$ cat src/rtl/mem_arbiter_if.sv
// Request/response bundle between the fetch and load/store ports, the arbiter and the byte-wide RAM.
// The arbiter uses the slave view; the requesters and the RAM use the master view.
interface mem_arbiter_if;
   logic        in_rdy;
   logic        in_flush_enable;
   logic        in_io_buffer_full;

   logic        in_pc_requesting;
   logic [31:0] in_pc_addr;
   logic        out_pc_req_enable;
   logic        out_pc_data_enable;
   logic [31:0] out_pc_inst;

   logic        in_ls_requesting;
   logic        in_ls_write;
   logic [1:0]  in_ls_size;
   logic [31:0] in_ls_addr;
   logic [31:0] in_ls_wdata;
   logic        out_ls_req_enable;
   logic        out_ls_data_enable;
   logic [31:0] out_ls_rdata;

   logic [7:0]  in_mem_din;
   logic [7:0]  out_mem_dout;
   logic [31:0] out_mem_a;
   logic        out_mem_wr;

   modport slave (
      input  in_rdy, in_flush_enable, in_io_buffer_full,
      input  in_pc_requesting, in_pc_addr,
      output out_pc_req_enable, out_pc_data_enable, out_pc_inst,
      input  in_ls_requesting, in_ls_write, in_ls_size, in_ls_addr, in_ls_wdata,
      output out_ls_req_enable, out_ls_data_enable, out_ls_rdata,
      input  in_mem_din,
      output out_mem_dout, out_mem_a, out_mem_wr
   );

   modport master (
      output in_rdy, in_flush_enable, in_io_buffer_full,
      output in_pc_requesting, in_pc_addr,
      input  out_pc_req_enable, out_pc_data_enable, out_pc_inst,
      output in_ls_requesting, in_ls_write, in_ls_size, in_ls_addr, in_ls_wdata,
      input  out_ls_req_enable, out_ls_data_enable, out_ls_rdata,
      output in_mem_din,
      input  out_mem_dout, out_mem_a, out_mem_wr
   );
endinterface

$ cat src/rtl/mem_arbiter.sv
// Shares one byte-wide RAM port between instruction fetch and the load/store buffer,
// serialising 1/2/4-byte accesses into byte cycles and reassembling reads little-endian.
module mem_arbiter #(
   parameter logic [1:0] IO_SEL = 2'b11
) (
   input logic          in_clk,
   input logic          in_rst,
   mem_arbiter_if.slave bus
);
   typedef enum logic [1:0] {IDLE, FETCH, LOAD, STORE} state_t;

   state_t      state_reg, state_next;
   logic [2:0]  k_reg, k_next;
   logic [2:0]  n_reg, n_next;
   logic [31:0] addr_reg, addr_next;
   logic [31:0] wdata_reg, wdata_next;
   logic [31:0] data_reg, data_next;
   logic [31:0] mem_a_reg, mem_a_next;
   logic [7:0]  mem_dout_reg, mem_dout_next;
   logic        mem_wr_reg, mem_wr_next;
   logic        pc_de_reg, pc_de_next;
   logic        ls_de_reg, ls_de_next;
   logic [31:0] pc_inst_reg, pc_inst_next;
   logic [31:0] ls_rdata_reg, ls_rdata_next;
   logic        pc_req_en_reg, pc_req_en_next;
   logic        ls_req_en_reg, ls_req_en_next;

   logic [2:0]  k_plus;
   logic [31:0] byte_addr;
   logic [31:0] next_addr;
   logic [31:0] merged_word;
   logic [7:0]  store_byte;
   logic        store_stall;
   logic        accept_stall;
   logic        pc_valid;
   logic        ls_valid;
   logic        ls_take;
   logic        pc_take;

   function automatic logic [2:0] size_to_n(input logic [1:0] size);
      case (size)
         2'b00:   return 3'd1;
         2'b01:   return 3'd2;
         default: return 3'd4;
      endcase
   endfunction

   assign k_plus    = k_reg + 3'd1;
   assign byte_addr = addr_reg + {29'd0, k_reg};
   assign next_addr = addr_reg + {29'd0, k_plus};
   assign store_byte = wdata_reg[{k_reg[1:0], 3'b000} +: 8];

   assign store_stall  = (addr_reg[17:16] == IO_SEL) && bus.in_io_buffer_full;
   assign accept_stall = (bus.in_ls_addr[17:16] == IO_SEL) && bus.in_io_buffer_full;

   // A flush blocks speculative reads from being accepted but never a committed store.
   assign pc_valid = bus.in_pc_requesting && pc_req_en_reg;
   assign ls_valid = bus.in_ls_requesting && ls_req_en_reg;
   assign ls_take  = ls_valid && (bus.in_ls_write || !bus.in_flush_enable);
   assign pc_take  = pc_valid && !ls_valid && !bus.in_flush_enable;

   // Byte lane k takes the incoming RAM byte; the other lanes keep what was already captured.
   for (genvar gi = 0; gi < 4; gi++) begin : g_lane
      assign merged_word[gi*8 +: 8] = (k_reg[1:0] == 2'(gi)) ? bus.in_mem_din : data_reg[gi*8 +: 8];
   end

   always_comb begin
      state_next     = state_reg;
      k_next         = k_reg;
      n_next         = n_reg;
      addr_next      = addr_reg;
      wdata_next     = wdata_reg;
      data_next      = data_reg;
      mem_a_next     = mem_a_reg;
      mem_dout_next  = mem_dout_reg;
      mem_wr_next    = mem_wr_reg;
      pc_de_next     = 1'b0;
      ls_de_next     = 1'b0;
      pc_inst_next   = pc_inst_reg;
      ls_rdata_next  = ls_rdata_reg;
      pc_req_en_next = pc_req_en_reg;
      ls_req_en_next = ls_req_en_reg;

      if (bus.in_rdy) begin
         case (state_reg)
            IDLE: begin
               mem_wr_next = 1'b0;
               k_next      = 3'd0;
               if (ls_take) begin
                  addr_next      = bus.in_ls_addr;
                  wdata_next     = bus.in_ls_wdata;
                  n_next         = size_to_n(bus.in_ls_size);
                  data_next      = 32'd0;
                  mem_a_next     = bus.in_ls_addr;
                  pc_req_en_next = 1'b0;
                  ls_req_en_next = 1'b0;
                  if (bus.in_ls_write) begin
                     state_next = STORE;
                     if (!accept_stall) begin
                        mem_dout_next = bus.in_ls_wdata[7:0];
                        mem_wr_next   = 1'b1;
                        k_next        = 3'd1;
                     end
                  end else begin
                     state_next = LOAD;
                  end
               end else if (pc_take) begin
                  state_next     = FETCH;
                  addr_next      = bus.in_pc_addr;
                  n_next         = 3'd4;
                  data_next      = 32'd0;
                  mem_a_next     = bus.in_pc_addr;
                  pc_req_en_next = 1'b0;
                  ls_req_en_next = 1'b0;
               end else begin
                  // Re-enable lands one edge after the completion pulse.
                  pc_req_en_next = 1'b1;
                  ls_req_en_next = 1'b1;
               end
            end

            FETCH, LOAD: begin
               if (bus.in_flush_enable) begin
                  state_next = IDLE;
                  mem_a_next = 32'd0;
                  k_next     = 3'd0;
               end else begin
                  data_next = merged_word;
                  if (k_plus == n_reg) begin
                     state_next = IDLE;
                     mem_a_next = 32'd0;
                     k_next     = 3'd0;
                     if (state_reg == FETCH) begin
                        pc_de_next   = 1'b1;
                        pc_inst_next = merged_word;
                     end else begin
                        ls_de_next    = 1'b1;
                        ls_rdata_next = merged_word;
                     end
                  end else begin
                     mem_a_next = next_addr;
                     k_next     = k_plus;
                  end
               end
            end

            STORE: begin
               if (k_reg == n_reg) begin
                  state_next  = IDLE;
                  mem_wr_next = 1'b0;
                  mem_a_next  = 32'd0;
                  k_next      = 3'd0;
                  ls_de_next  = 1'b1;
               end else if (store_stall) begin
                  mem_wr_next = 1'b0;
               end else begin
                  mem_a_next    = byte_addr;
                  mem_dout_next = store_byte;
                  mem_wr_next   = 1'b1;
                  k_next        = k_plus;
               end
            end

            default: state_next = IDLE;
         endcase
      end
   end

   always_ff @(posedge in_clk) begin
      if (in_rst) begin
         state_reg     <= IDLE;
         k_reg         <= 3'd0;
         n_reg         <= 3'd0;
         addr_reg      <= 32'd0;
         wdata_reg     <= 32'd0;
         data_reg      <= 32'd0;
         mem_a_reg     <= 32'd0;
         mem_dout_reg  <= 8'd0;
         mem_wr_reg    <= 1'b0;
         pc_de_reg     <= 1'b0;
         ls_de_reg     <= 1'b0;
         pc_inst_reg   <= 32'd0;
         ls_rdata_reg  <= 32'd0;
         pc_req_en_reg <= 1'b1;
         ls_req_en_reg <= 1'b1;
      end else begin
         state_reg     <= state_next;
         k_reg         <= k_next;
         n_reg         <= n_next;
         addr_reg      <= addr_next;
         wdata_reg     <= wdata_next;
         data_reg      <= data_next;
         mem_a_reg     <= mem_a_next;
         mem_dout_reg  <= mem_dout_next;
         mem_wr_reg    <= mem_wr_next;
         pc_de_reg     <= pc_de_next;
         ls_de_reg     <= ls_de_next;
         pc_inst_reg   <= pc_inst_next;
         ls_rdata_reg  <= ls_rdata_next;
         pc_req_en_reg <= pc_req_en_next;
         ls_req_en_reg <= ls_req_en_next;
      end
   end

   // A frozen cycle must never write, even with a byte held on the bus.
   assign bus.out_mem_wr         = mem_wr_reg && bus.in_rdy;
   assign bus.out_mem_a          = mem_a_reg;
   assign bus.out_mem_dout       = mem_dout_reg;
   assign bus.out_pc_req_enable  = pc_req_en_reg;
   assign bus.out_pc_data_enable = pc_de_reg;
   assign bus.out_pc_inst        = pc_inst_reg;
   assign bus.out_ls_req_enable  = ls_req_en_reg;
   assign bus.out_ls_data_enable = ls_de_reg;
   assign bus.out_ls_rdata       = ls_rdata_reg;
endmodule

$ cat src/flat_wrapper.sv
// flat-port wrapper written by rule: the top's interface ports become plain ports
module mem_arbiter_flat 
#(
   parameter logic [1:0] IO_SEL = 2'b11
)
  (in_clk, in_rst, bus_in_rdy, bus_in_flush_enable, bus_in_io_buffer_full, bus_in_pc_requesting, bus_in_pc_addr, bus_out_pc_req_enable, bus_out_pc_data_enable, bus_out_pc_inst, bus_in_ls_requesting, bus_in_ls_write, bus_in_ls_size, bus_in_ls_addr, bus_in_ls_wdata, bus_out_ls_req_enable, bus_out_ls_data_enable, bus_out_ls_rdata, bus_in_mem_din, bus_out_mem_dout, bus_out_mem_a, bus_out_mem_wr);
  mem_arbiter_if bus_i ();
  input logic in_clk;
  input logic in_rst;
  input wire logic [$bits(bus_i.in_rdy)-1:0] bus_in_rdy;
  input wire logic [$bits(bus_i.in_flush_enable)-1:0] bus_in_flush_enable;
  input wire logic [$bits(bus_i.in_io_buffer_full)-1:0] bus_in_io_buffer_full;
  input wire logic [$bits(bus_i.in_pc_requesting)-1:0] bus_in_pc_requesting;
  input wire logic [$bits(bus_i.in_pc_addr)-1:0] bus_in_pc_addr;
  output wire logic [$bits(bus_i.out_pc_req_enable)-1:0] bus_out_pc_req_enable;
  output wire logic [$bits(bus_i.out_pc_data_enable)-1:0] bus_out_pc_data_enable;
  output wire logic [$bits(bus_i.out_pc_inst)-1:0] bus_out_pc_inst;
  input wire logic [$bits(bus_i.in_ls_requesting)-1:0] bus_in_ls_requesting;
  input wire logic [$bits(bus_i.in_ls_write)-1:0] bus_in_ls_write;
  input wire logic [$bits(bus_i.in_ls_size)-1:0] bus_in_ls_size;
  input wire logic [$bits(bus_i.in_ls_addr)-1:0] bus_in_ls_addr;
  input wire logic [$bits(bus_i.in_ls_wdata)-1:0] bus_in_ls_wdata;
  output wire logic [$bits(bus_i.out_ls_req_enable)-1:0] bus_out_ls_req_enable;
  output wire logic [$bits(bus_i.out_ls_data_enable)-1:0] bus_out_ls_data_enable;
  output wire logic [$bits(bus_i.out_ls_rdata)-1:0] bus_out_ls_rdata;
  input wire logic [$bits(bus_i.in_mem_din)-1:0] bus_in_mem_din;
  output wire logic [$bits(bus_i.out_mem_dout)-1:0] bus_out_mem_dout;
  output wire logic [$bits(bus_i.out_mem_a)-1:0] bus_out_mem_a;
  output wire logic [$bits(bus_i.out_mem_wr)-1:0] bus_out_mem_wr;
  assign bus_i.in_rdy = bus_in_rdy;
  assign bus_i.in_flush_enable = bus_in_flush_enable;
  assign bus_i.in_io_buffer_full = bus_in_io_buffer_full;
  assign bus_i.in_pc_requesting = bus_in_pc_requesting;
  assign bus_i.in_pc_addr = bus_in_pc_addr;
  assign bus_out_pc_req_enable = bus_i.out_pc_req_enable;
  assign bus_out_pc_data_enable = bus_i.out_pc_data_enable;
  assign bus_out_pc_inst = bus_i.out_pc_inst;
  assign bus_i.in_ls_requesting = bus_in_ls_requesting;
  assign bus_i.in_ls_write = bus_in_ls_write;
  assign bus_i.in_ls_size = bus_in_ls_size;
  assign bus_i.in_ls_addr = bus_in_ls_addr;
  assign bus_i.in_ls_wdata = bus_in_ls_wdata;
  assign bus_out_ls_req_enable = bus_i.out_ls_req_enable;
  assign bus_out_ls_data_enable = bus_i.out_ls_data_enable;
  assign bus_out_ls_rdata = bus_i.out_ls_rdata;
  assign bus_i.in_mem_din = bus_in_mem_din;
  assign bus_out_mem_dout = bus_i.out_mem_dout;
  assign bus_out_mem_a = bus_i.out_mem_a;
  assign bus_out_mem_wr = bus_i.out_mem_wr;
  mem_arbiter #(.IO_SEL(IO_SEL)) u_core (.in_clk(in_clk), .in_rst(in_rst), .bus(bus_i));
endmodule
$ cat config.mk
export PLATFORM = sky130hd
export DESIGN_NAME = mem_arbiter_flat
export DESIGN_NICKNAME = d
export VERILOG_FILES = /design/src/rtl/mem_arbiter_if.sv /design/src/rtl/mem_arbiter.sv /design/src/flat_wrapper.sv
export SDC_FILE = /design/constraint.sdc
export NUM_CORES = 1
export LEC_CHECK = 0
export CAP_MARGIN = 10
export CORE_UTILIZATION = 52
export CTS_CLUSTER_SIZE = 40
export DETAILED_ROUTE_END_ITERATION = 8
export PLACE_DENSITY = 0.81
export SYNTH_ARGS = -nofsm -noshare
export SYNTH_HDL_FRONTEND = slang
export SYNTH_SLANG_ARGS = --single-unit
$ cat constraint.sdc
create_clock -name in_clk -period 3.7 [get_ports in_clk]
set_clock_uncertainty 0.05 [all_clocks]
set_input_delay 0.74 -clock in_clk [delete_from_list [all_inputs] [get_ports in_clk]]
set_output_delay 0.74 -clock in_clk [all_outputs]
set_load 0.1 [all_outputs]
==> results <==
- The dominant synthesized flop cell is sky130_fd_sc_hd__dfxtp_1.
- Setup repair after global routing left no endpoint under its margin.
- The stage delay of the slowest cell on the critical path is 0.54 ns.
- For this design the static power due to leakage is 4.77 nW.
- Dividing the detail-routed wire length by the instance count gives 18.8 µm.
- The die covers 20600 µm².
- The maximum net fanout on the critical path is 8.
- Max-cap violations in this run came to 0.
- In this run the vertical extent of the chip is 144 µm.
- The total core area is 19600 µm².
- The TritonCTS clock tree is yes.
- The final wirelength is 31800 µm.
- Clock-pin slew was measured on the worst setup and hold paths at 0.06 ns.
- Once the floorplan was initialized, standard cells occupied 53.2% of the core.
- After technology mapping, the gate count stands at 1225.
- The antenna diode count is 0.
- Leaving out fill and tap cells, the most frequent cells in the layout are sky130_fd_sc_hd__clkdlybuf4s50_1, sky130_fd_sc_hd__dfxtp_1, sky130_fd_sc_hd__nor2_1.
- Data arrives at the worst endpoint at 3.52 ns.
- After synthesis, the cell types taking the most area are sky130_fd_sc_hd__dfxtp_1, sky130_fd_sc_hd__a211oi_1, sky130_fd_sc_hd__mux2i_1, sky130_fd_sc_hd__nor2_1, sky130_fd_sc_hd__nand2_1.
- In the final timing run, aggregate negative setup slack is 0 ns.
- The initial antenna violation count is 1.
- The slowest stage of the critical path belongs to the cell sky130_fd_sc_hd__dfxtp_1.
- The congestion estimate from routability-driven global placement came to 0.876.
- The starting DRC count in detailed routing is 793.
- The synthesized netlist net count is 1356.
- The worst setup path is captured at a flip-flop.
- The final net count is 1533.
- The pin count of the biggest net entering global routing is 101.
- The tree is rooted in a sky130_fd_sc_hd__clkbuf_16.
- Measured against its own limit, the worst slew margin works out to 30.3%.
- Buffers added to address setup during post-CTS repair amount to 0.
- The post-route antenna net violation count is 0.
- The first TritonRoute pass finished after 6 iterations.
- For the worst setup path, the data required time is 4.07 ns.
- The synthesized netlist occupies a cell area of 10400 µm².
- The clock passes through at most 3 buffers.
- For this run, the total global-route usage over all layers was measured as 30.4%.
- Summed over its instances, the top area cell type makes up 40.7% of the synthesized netlist area.
- The leading area contributor after synthesis is sky130_fd_sc_hd__dfxtp_1.
- The worst setup path is launched from a flip-flop.
- Leaving out fill and tap cells, the most frequent cell in the layout is sky130_fd_sc_hd__clkdlybuf4s50_1.
- The number of pins with negative max-slew slack in the final report is 0.
- The floorplan step set the die width to 144 µm.
- The total count of hold-check failures in the final report is 0.
- The maximum frequency from static timing analysis is 0.318 GHz.
- The synthesized flop and latch total is 212.
- Grouping stages by cell kind, the critical path spends the most delay in compound AO/OA/AOI/OAI gates.
- The H-tree level count is 1.
- The final-report setup violation count is 0.
- The run finished with clean final reports.
- The sequential share of the synthesized area is 40.7%.
- The CTS buffer count is 24.
- The number of top-level pins is 223.
- Power spread over the standard cell area amounts to 483 nW/µm².
- Traced cell by cell, the critical path runs through inv_1, fa_1, nor2b_1, buf_4, o2111ai_1, o22ai_1, nand2_1, or3_1, a311oi_1.
- The worst supply voltage drop on vdd is 0.000302 V.
- The count of buffers inserted at the top-level ports is 222.
- Yosys mapped a number of flops with a built-in enable equal to 0.
- After global routing, the most crowded layer is met2.
- The area of all placed cells without fillers is 13800 µm².
- After synthesis, the share of flip-flops with an asynchronous set or reset is 0%.
- For this run, global-route usage on met3 was measured as 4.83%.
- The via count of the first global-routing pass was 9695.
- The estimated wirelength of the detail-placed design is 22200 µm.
- Global routing used 40.4% of the available met1 tracks.
- The minimum period implied by the final worst setup slack is 3.15 ns.
- For met2 alone, demand over resource in global routing was 50.3%.
- The total overflow left after global routing is 0.
- The class of the worst hold path is reg -> reg.
- The post-route fraction of the period consumed by the critical path is 85.0%.
- The routed via count is 10.2k.
- The number of buffers and inverters on the critical path is 2.
- During synthesis, Yosys emitted a total of 0 warnings.
- The placement-stage cell area is 12900 µm².
- Compared with the post-synthesis result, the final layout area differs by 31.9%.
- The post-detailed-route via-to-cell ratio is 6.08.
- At the later pin of the worst-skew pair, clock insertion delay measures 0.51 ns.
- The post-detailed-route DRC marker count is 0.
- Hold repair after CTS inserted 0 buffers.
- The share of layout cells above drive strength 1 is 7.32%.
- The type of the setup path with the least slack is reg -> reg.
- The count of standard-cell rows is 51.
- For the pin with the worst max-slew slack, the measured transition is 1.04 ns.
- The clock net sink count is 212.
- The wire length of the first global-routing pass is 50200 µm.
- The number of different library cells in the post-synthesis netlist is 66.
- The per-instance average area after synthesis is 8.51 µm².
- Once the clock tree was built, the resizer swapped 0 gates to a different size.
-- per-layer routing --
layer	wire (µm)	share of wire [%]
met1	13200	42
met3	2820	8.9
met2	14800	47
met5	13	0.041
met4	900	2.8
-- per-stage QoR --
step / power (mW) / utilization [%] / instances / hold slack [ns] / setup slack [ns]
5_1_grt: 6.87 / 70.2 / 1685 / 0.425 / 0.334
4_1_cts: 6.65 / 70.2 / 1685 / 0.406 / 0.563
3_5_place_dp: 4.21 / 66.0 / 1641 / 0.395 / 0.342
3_3_place_gp: 4.17 / 66.0 / 1641 / 0.388 / 0.504
6_report: 6.65 / 70.2 / 1685 / 0.406 / 0.554
2_1_floorplan: 3.70 / - / 1225 / 0.381 / 0.568
-- cells in the mapped netlist, types with 13 or more instances --
library cell               instances
sky130_fd_sc_hd__dfxtp_1         212
sky130_fd_sc_hd__nor2_1          181
sky130_fd_sc_hd__a211oi_1        125
sky130_fd_sc_hd__nand2_1         113
sky130_fd_sc_hd__a21oi_1          82
sky130_fd_sc_hd__clkbuf_1         76
sky130_fd_sc_hd__mux2i_1          73
sky130_fd_sc_hd__o21ai_0          35
sky130_fd_sc_hd__a22oi_1          28
sky130_fd_sc_hd__nand4_1          19
sky130_fd_sc_hd__inv_1            18
sky130_fd_sc_hd__nand3_1          18
sky130_fd_sc_hd__nor3_1           18
sky130_fd_sc_hd__buf_1            17
sky130_fd_sc_hd__ha_1             15
sky130_fd_sc_hd__xnor2_1          14
sky130_fd_sc_hd__a221oi_1         13
-- final cells by class --
class	count	area (µm²)
Sequential cell	212	4240
Clock buffer	34	689
Fill cell	1558	5840
Tap cell	265	332
Timing Repair Buffer	260	2570
Clock inverter	10	131
Inverter	19	71.3
Multi-Input combinational cell	885	5720
-- cells by family after synthesis --
kind of cell | after synthesis | synth area share, %
AO/OA/AOI/OAI | 357 | 23.5
XOR/XNOR | 27 | 2.48
adder cells (fa/ha/maj) | 17 | 2.18
buffers and inverters | 128 | 4.92
flip-flops | 212 | 40.7
multiplexers | 81 | 8.73
AND/OR/NAND/NOR | 403 | 17.5
-- final timing paths --
path	from	to	slack, ns	depth (start not counted)
max	u_core.k_reg[1]	u_core.bus.out_mem_a[18]	0.55	9
min reg2reg	u_core.wdata_reg[31]	u_core.wdata_reg[31]	0.41	2
min	u_core.wdata_reg[31]	u_core.wdata_reg[31]	0.41	2
max reg2reg	u_core.k_reg[1]	u_core.bus.out_mem_a[18]	0.55	9
-- tightest hold or removal path: stages (launching register included) --
cell and delay (ns):
sky130_fd_sc_hd__dfxtp_1 0.30, sky130_fd_sc_hd__nand2_1 0.05, sky130_fd_sc_hd__a21oi_1 0.05
-- power breakdown --
| group | total (mW) | switching [mW] | leakage [nW] | internal, mW |
|---|---|---|---|---|
| logic | 1.63 | 1.11 | 2.64 | 0.520 |
| registers | 2.56 | 0.142 | 1.72 | 2.42 |
| clock network | 2.46 | 0.951 | 0.403 | 1.51 |
| total | 6.65 | 2.20 | 4.77 | 4.45 |
No activity file was read; power rests on OpenSTA's default activity.
==> variant 1, RTL diff (same settings) <==
Take the reset off `ls_rdata_reg` and load it in a clocked block of its own.
--- a/src/rtl/mem_arbiter.sv
+++ b/src/rtl/mem_arbiter.sv
@@ -180,7 +180,6 @@
          pc_de_reg     <= 1'b0;
          ls_de_reg     <= 1'b0;
          pc_inst_reg   <= 32'd0;
-         ls_rdata_reg  <= 32'd0;
          pc_req_en_reg <= 1'b1;
          ls_req_en_reg <= 1'b1;
       end else begin
@@ -196,10 +195,13 @@
          pc_de_reg     <= pc_de_next;
          ls_de_reg     <= ls_de_next;
          pc_inst_reg   <= pc_inst_next;
-         ls_rdata_reg  <= ls_rdata_next;
          pc_req_en_reg <= pc_req_en_next;
          ls_req_en_reg <= ls_req_en_next;
       end
+   end
+
+   always_ff @(posedge in_clk) begin
+      ls_rdata_reg <= ls_rdata_next;
    end
 
    // A frozen cycle must never write, even with a byte held on the bus.
Formal check against the unedited RTL: differs if in_rst is asserted again (counterexample within 4 cycles, from zero or initial values and one cycle with in_rst high); with in_rst held inactive, the same outputs for 4 cycles.
==> variant 1 against the unedited design <==
Non-clock buffer count is 5 lower. Routed wire length decreased by 4.2%. Worst setup slack better by 0.10 ns. Area after synthesis fell by 0.95%. Final area down 0.24%. Total power increased by 3.4%. First-iteration DRC count decreased by 5.5%. Sequential cell count is the same. Critical path type unchanged.
==> variant 1: results (changes against the unedited design) <==
| Metric | Value |
|---|---|
| Worst-case headroom to the max-slew limit | 0.296 (-0.00669) |
| Post-synth EDFFs | 32 (+32) |
| Global routing usage summed across all routing layers | 0.293 (-0.0117) |
| Buffers on Ports | 222 (unchanged) |
| Global-route wire length before repair | 47,400 um (-5.4%) |
| Pin count of the biggest net entering global routing | 71 (-30%) |
| Setup WS pre-CTS | 0.510 ns (+0.169 ns) |
| Leak pwr | 4.76 nW (-0.25%) |
| Detailed-router iteration count before antenna repair | 5 (-1) |
| Commonest cells in the synthesized netlist | 180 x sky130_fd_sc_hd__dfxtp_1, 148 x sky130_fd_sc_hd__nand2_1, 119 x sky130_fd_sc_hd__nor2_1 |
| Startpoint of the worst register-to-register path | u_core.k_reg[0] |
| Antenna violations before repair | 0 (-1) |
| Biggest area contributors in the synthesized netlist | sky130_fd_sc_hd__dfxtp_1 35%, sky130_fd_sc_hd__edfxtp_1 9.3%, sky130_fd_sc_hd__mux2i_1 7.1%, sky130_fd_sc_hd__a21oi_1 5.7%, sky130_fd_sc_hd__nand2_1 5.4% |
| Routability Congestion | 0.933 (+6.5%) |
| Result of the run | complete, no violations |
| Worst skew pair latency | 0.53 ns (+0.02 ns) |
| End point of the critical path | u_core.bus.out_mem_a[7] |
| Worst endpoint data arrival time | 3.42 ns (-0.10 ns) |
| Half-perimeter wire length after placement | 20,900 um (-6.0%) |
| Highest net fanout along the worst path | 15 (+7) |
| Via count of the first global-routing pass | 9,111 (-6.0%) |
| Setup ws final | 0.659 ns (+0.105 ns) |
| Reg-to-reg slack, setup | 0.66 ns (+0.10 ns) |
| Cell Count, Final, Fillers Out | 1,633 (-3.1%) |
| Layout net count | 1,482 (-3.3%) |
| Final Routed Wirelength | 30,400 um (-4.2%) |
| Maximum vdd drop | 0.380 mV (+26%) |
| Violation count after the first detailed-routing iteration | 749 (-5.5%) |
| # fillers | 1,472 (-5.5%) |
| Total clock buffers created by CTS | 23 (-4.2%) |
| Mapped Nets | 1,294 (-4.6%) |
| Sequential fraction of the synthesis area | 0.442 (+0.0349) |
| Maximum cell stage delay along the critical path | 0.46 ns (-0.08 ns) |
| Syn_area_per_cell | 8.88 sq um (+4.3%) |
| Layout cells sized above 1 | 0.0965 (+0.0233) |
| Vias per std cell | 5.87 (-3.4%) |
[variant 1: kinds of logic (layout without fill, tap and decap cells)]
family | Yosys count | in the layout | synth area share
muxes | 114 | 114 | 0.124
and+or+nand+nor | 407 | 407 | 0.175
adders and majority gates | 17 | 17 | 0.0220
DFF | 212 | 212 | 0.442
AOI/OAI and AO/OA | 279 | 279 | 0.171
buffers and inverters | 105 | 310 | 0.0396
xor gates and xnor gates | 29 | 29 | 0.0259
[variant 1: per-layer routing]
layer	share of wire	vias up	track usage
met3	0.084	67	0.0530
li1	-	4562	-
met2	0.47	430	0.494
met5	0	-	0
met4	0.026	0	0.106
met1	0.42	4534	0.372
[variant 1: worst min-delay path by stage]
stage,start,to,slack [ns],cells after the start
global placement,u_core.data_reg[26],u_core.data_reg[26],0.38,2
global route,u_core.wdata_reg[10],u_core.wdata_reg[10],0.42,2
floorplan,u_core.data_reg[0],u_core.data_reg[0],0.38,2
finish,u_core.data_reg[15],u_core.data_reg[15],0.40,2
CTS,u_core.data_reg[15],u_core.data_reg[15],0.40,2
detailed placement,u_core.data_reg[0],u_core.data_reg[0],0.39,2
[variant 1: power breakdown]
part	switching [W]	internal, W
Sequential	0.000136	0.00247
Clock	0.000999	0.00165
Combinational	0.00111	0.000513
Total	0.00224	0.00463
[variant 1: area by class of cell]
class | instances | area (sq um) | share of cell area
multi-input cells | 846 | 5400 | 0.394
flip-flops and latches | 212 | 4560 | 0.333
repair buffers | 255 | 2500 | 0.182
clock buffers | 26 | 628 | 0.0458
well taps | 265 | 332 | 0.0242
clock inverters | 16 | 246 | 0.0180
inverters | 13 | 48.8 | 0.00356
[variant 1: per-stage QoR]
step,util,instance area (sq um)
floorplan,-,10300
global placement,0.660,12800
detailed placement,0.660,12800
CTS,0.705,13700
global route,0.705,13700
finish,0.705,13700
[variant 1: worst max-delay path, delay by kind of cell (launching register included)]
family	cells	cell delay, ns
AND/OR/NAND/NOR	2	0.60
adder cells (fa/ha/maj)	2	0.71
AO/OA/AOI/OAI	4	0.77
buffers and inverters	2	0.36
flip-flops	1	0.46
==> variant 2, RTL diff (same settings) <==
Without the edit above. Re-encode `state_t` (4 states) as one-hot, 4 bits wide.
--- a/src/rtl/mem_arbiter.sv
+++ b/src/rtl/mem_arbiter.sv
@@ -7,7 +7,7 @@
    input logic          in_rst,
    mem_arbiter_if.slave bus
 );
-   typedef enum logic [1:0] {IDLE, FETCH, LOAD, STORE} state_t;
+   typedef enum logic [3:0] {IDLE = 4'b0001, FETCH = 4'b0010, LOAD = 4'b0100, STORE = 4'b1000} state_t;
 
    state_t      state_reg, state_next;
    logic [2:0]  k_reg, k_next;
Function: no difference found for any inputs over 4 cycles, from zero or initial values and one cycle with in_rst high; so few cycles prove little.
==> variant 2 against the unedited design <==
Combinational power decreased by 29%. Routed wire length decreased by 3.8%. Via count decreased by 2.4%. Hold slack got worse by 0.0039 ns. First-iteration DRC count decreased by 1.5%. Worst setup slack got worse by 0.044 ns. Largest power group unchanged. Total power decreased by 9.7%. Sequential cell count increased by 2. Global-route usage decreased by 0.89 points. Area after synthesis decreased by 1.1%. Final area decreased by 2.0%.
==> variant 2: results (changes against the unedited design) <==
| Metric | Value |
|---|---|
| Cell family with the largest share of critical-path delay | simple AND/OR/NAND/NOR gates |
| Pin count of the biggest net entering global routing | 87 (-14%) |
| Worst skew pair latency | 0.51 ns (about the same) |
| Half-perimeter wire length after placement | 21,300 um (-4.2%) |
| Result of the run | complete, no violations |
| # fillers | 1,601 (+2.8%) |
| Detailed-router iteration count before antenna repair | 6 (unchanged) |
| Highest net fanout along the worst path | 12 (+4) |
| Placed inst area | 12,700 sq um (-1.8%) |
| Biggest area contributors in the synthesized netlist | sky130_fd_sc_hd__dfxtp_1 42%, sky130_fd_sc_hd__nor2_1 7.6%, sky130_fd_sc_hd__a211oi_1 7.4%, sky130_fd_sc_hd__mux2i_1 6.8%, sky130_fd_sc_hd__nand2_1 4.6% |
| Maximum cell stage delay along the critical path | 0.43 ns (-0.11 ns) |
| Via count | 9,997 (-2.4%) |
| Mapped Nets | 1,360 (+0.29%) |
| Buffers on Ports | 222 (unchanged) |
| Total power density per cell area | 445 nW/um^2 (-7.8%) |
| CTS max path bufs | 3 (unchanged) |
| Layout cells sized above 1 | 0.0700 (-0.00327) |
| Cell variety after synth | 71 (+7.6%) |
| Buffers inserted by post-CTS timing repair | 0 (unchanged) |
| Global routing usage summed across all routing layers | 0.295 (-0.00895) |
| Pins over their slew limit | 0 (unchanged) |
| Commonest cells in the synthesized netlist | 214 x sky130_fd_sc_hd__dfxtp_1, 209 x sky130_fd_sc_hd__nor2_1, 127 x sky130_fd_sc_hd__nand2_1 |
| Routability Congestion | 0.963 (+9.8%) |
| Worst endpoint data arrival time | 3.54 ns (+0.02 ns) |
| Worst-case headroom to the max-slew limit | 0.327 (+0.0241) |
| Clock root buffer master | sky130_fd_sc_hd__clkbuf_16 |
| Sum of negative setup slack | 0 ns (unchanged) |
| Maximum vdd drop | 0.384 mV (+27%) |
| Clock input transition at the sequential cells of the worst setup and hold paths | 0.06 ns (about the same) |
| Leak pwr | 4.74 nW (-0.60%) |
| Via count of the first global-routing pass | 9,377 (-3.3%) |
| Layout net count | 1,523 (-0.65%) |
| Highest-delay cell along the critical path | sky130_fd_sc_hd__nor4_1 |
| Number of design rule violations left after detail routing | 0 (unchanged) |
| Total clock buffers created by CTS | 24 (unchanged) |
| Asr flop ratio synth | 0 (unchanged) |
| Global-route wire length before repair | 48,400 um (-3.4%) |
| Sequential fraction of the synthesis area | 0.415 (+0.00822) |
| Violation count after the first detailed-routing iteration | 781 (-1.5%) |
| Number of antenna repair diodes | 0 (unchanged) |
| Antenna violations before repair | 0 (-1) |
| Number of resized instances in the post-cts repair step | 0 (unchanged) |
| Yosys warning total | 0 (unchanged) |
| Wire length per cell | 18.2 um (-3.5%) |
| Type of the most critical hold path | reg -> reg |
==> variant 2: kinds of logic after synthesis <==
family	synth area share
buffers and inverters	0.0487
AO/OA/AOI/OAI	0.215
adder cells (fa/ha/maj)	0.0160
multiplexers	0.0919
AND/OR/NAND/NOR	0.198
flip-flops	0.415
XOR/XNOR	0.0149
==> variant 2: layout make-up <==
cell class,count,share of cell area
clock buffers,32,0.0506
well taps,265,0.0246
inverters,13,0.00362
flip-flops and latches,214,0.318
multi-input cells,895,0.412
repair buffers,249,0.184
clock inverters,12,0.00733
==> variant 2: power breakdown <==
| group | switching [W] | internal, W |
|---|---|---|
| logic | 0.000758 | 0.000394 |
| clock network | 0.000957 | 0.00137 |
| registers | 0.000112 | 0.00241 |
| total | 0.00183 | 0.00418 |
==> variant 2: worst reg2reg max path, cell delays in order, from the launching register on <==
cell	delay [ns]
sky130_fd_sc_hd__dfxtp_1	0.38
sky130_fd_sc_hd__buf_4	0.28
sky130_fd_sc_hd__ha_1	0.22
sky130_fd_sc_hd__inv_1	0.06
sky130_fd_sc_hd__fa_1	0.41
sky130_fd_sc_hd__nor2b_1	0.27
sky130_fd_sc_hd__o21ai_1	0.32
sky130_fd_sc_hd__nor4_1	0.43
sky130_fd_sc_hd__xor2_1	0.18
sky130_fd_sc_hd__nand2_1	0.07
sky130_fd_sc_hd__a2111oi_0	0.40
==> variant 2: routing by layer <==
metal  global-route usage  vias up  share of wire
li1                     -     4792              -
met1                0.400     4669           0.43
met2                0.470      464           0.45
met3               0.0634       72          0.093
met4               0.0911        0          0.026
met5                    0        -              0
==> variant 2: per-stage QoR <==
step / worst slack [ns] / instances / total power, W / hold WS, ns
final: 0.510 / 1680 / 0.00600 / 0.402
after global routing: 0.267 / 1680 / 0.00620 / 0.420
after CTS: 0.523 / 1680 / 0.00602 / 0.405
after detailed placement: 0.350 / 1636 / 0.00371 / 0.397
after global placement: 0.400 / 1636 / 0.00369 / 0.389
after floorplan: 0.389 / 1234 / 0.00334 / 0.382
==> variant 2: final timing paths <==
path	to	slack, ns	startpoint	depth (start not counted)
worst max-delay path	u_core.bus.out_mem_a[30]	0.51	u_core.k_reg[0]	10
worst min-delay path	u_core.wdata_reg[21]	0.40	u_core.wdata_reg[21]	2
worst max register to register	u_core.bus.out_mem_a[30]	0.51	u_core.k_reg[0]	10
worst min register to register	u_core.wdata_reg[21]	0.40	u_core.wdata_reg[21]	2
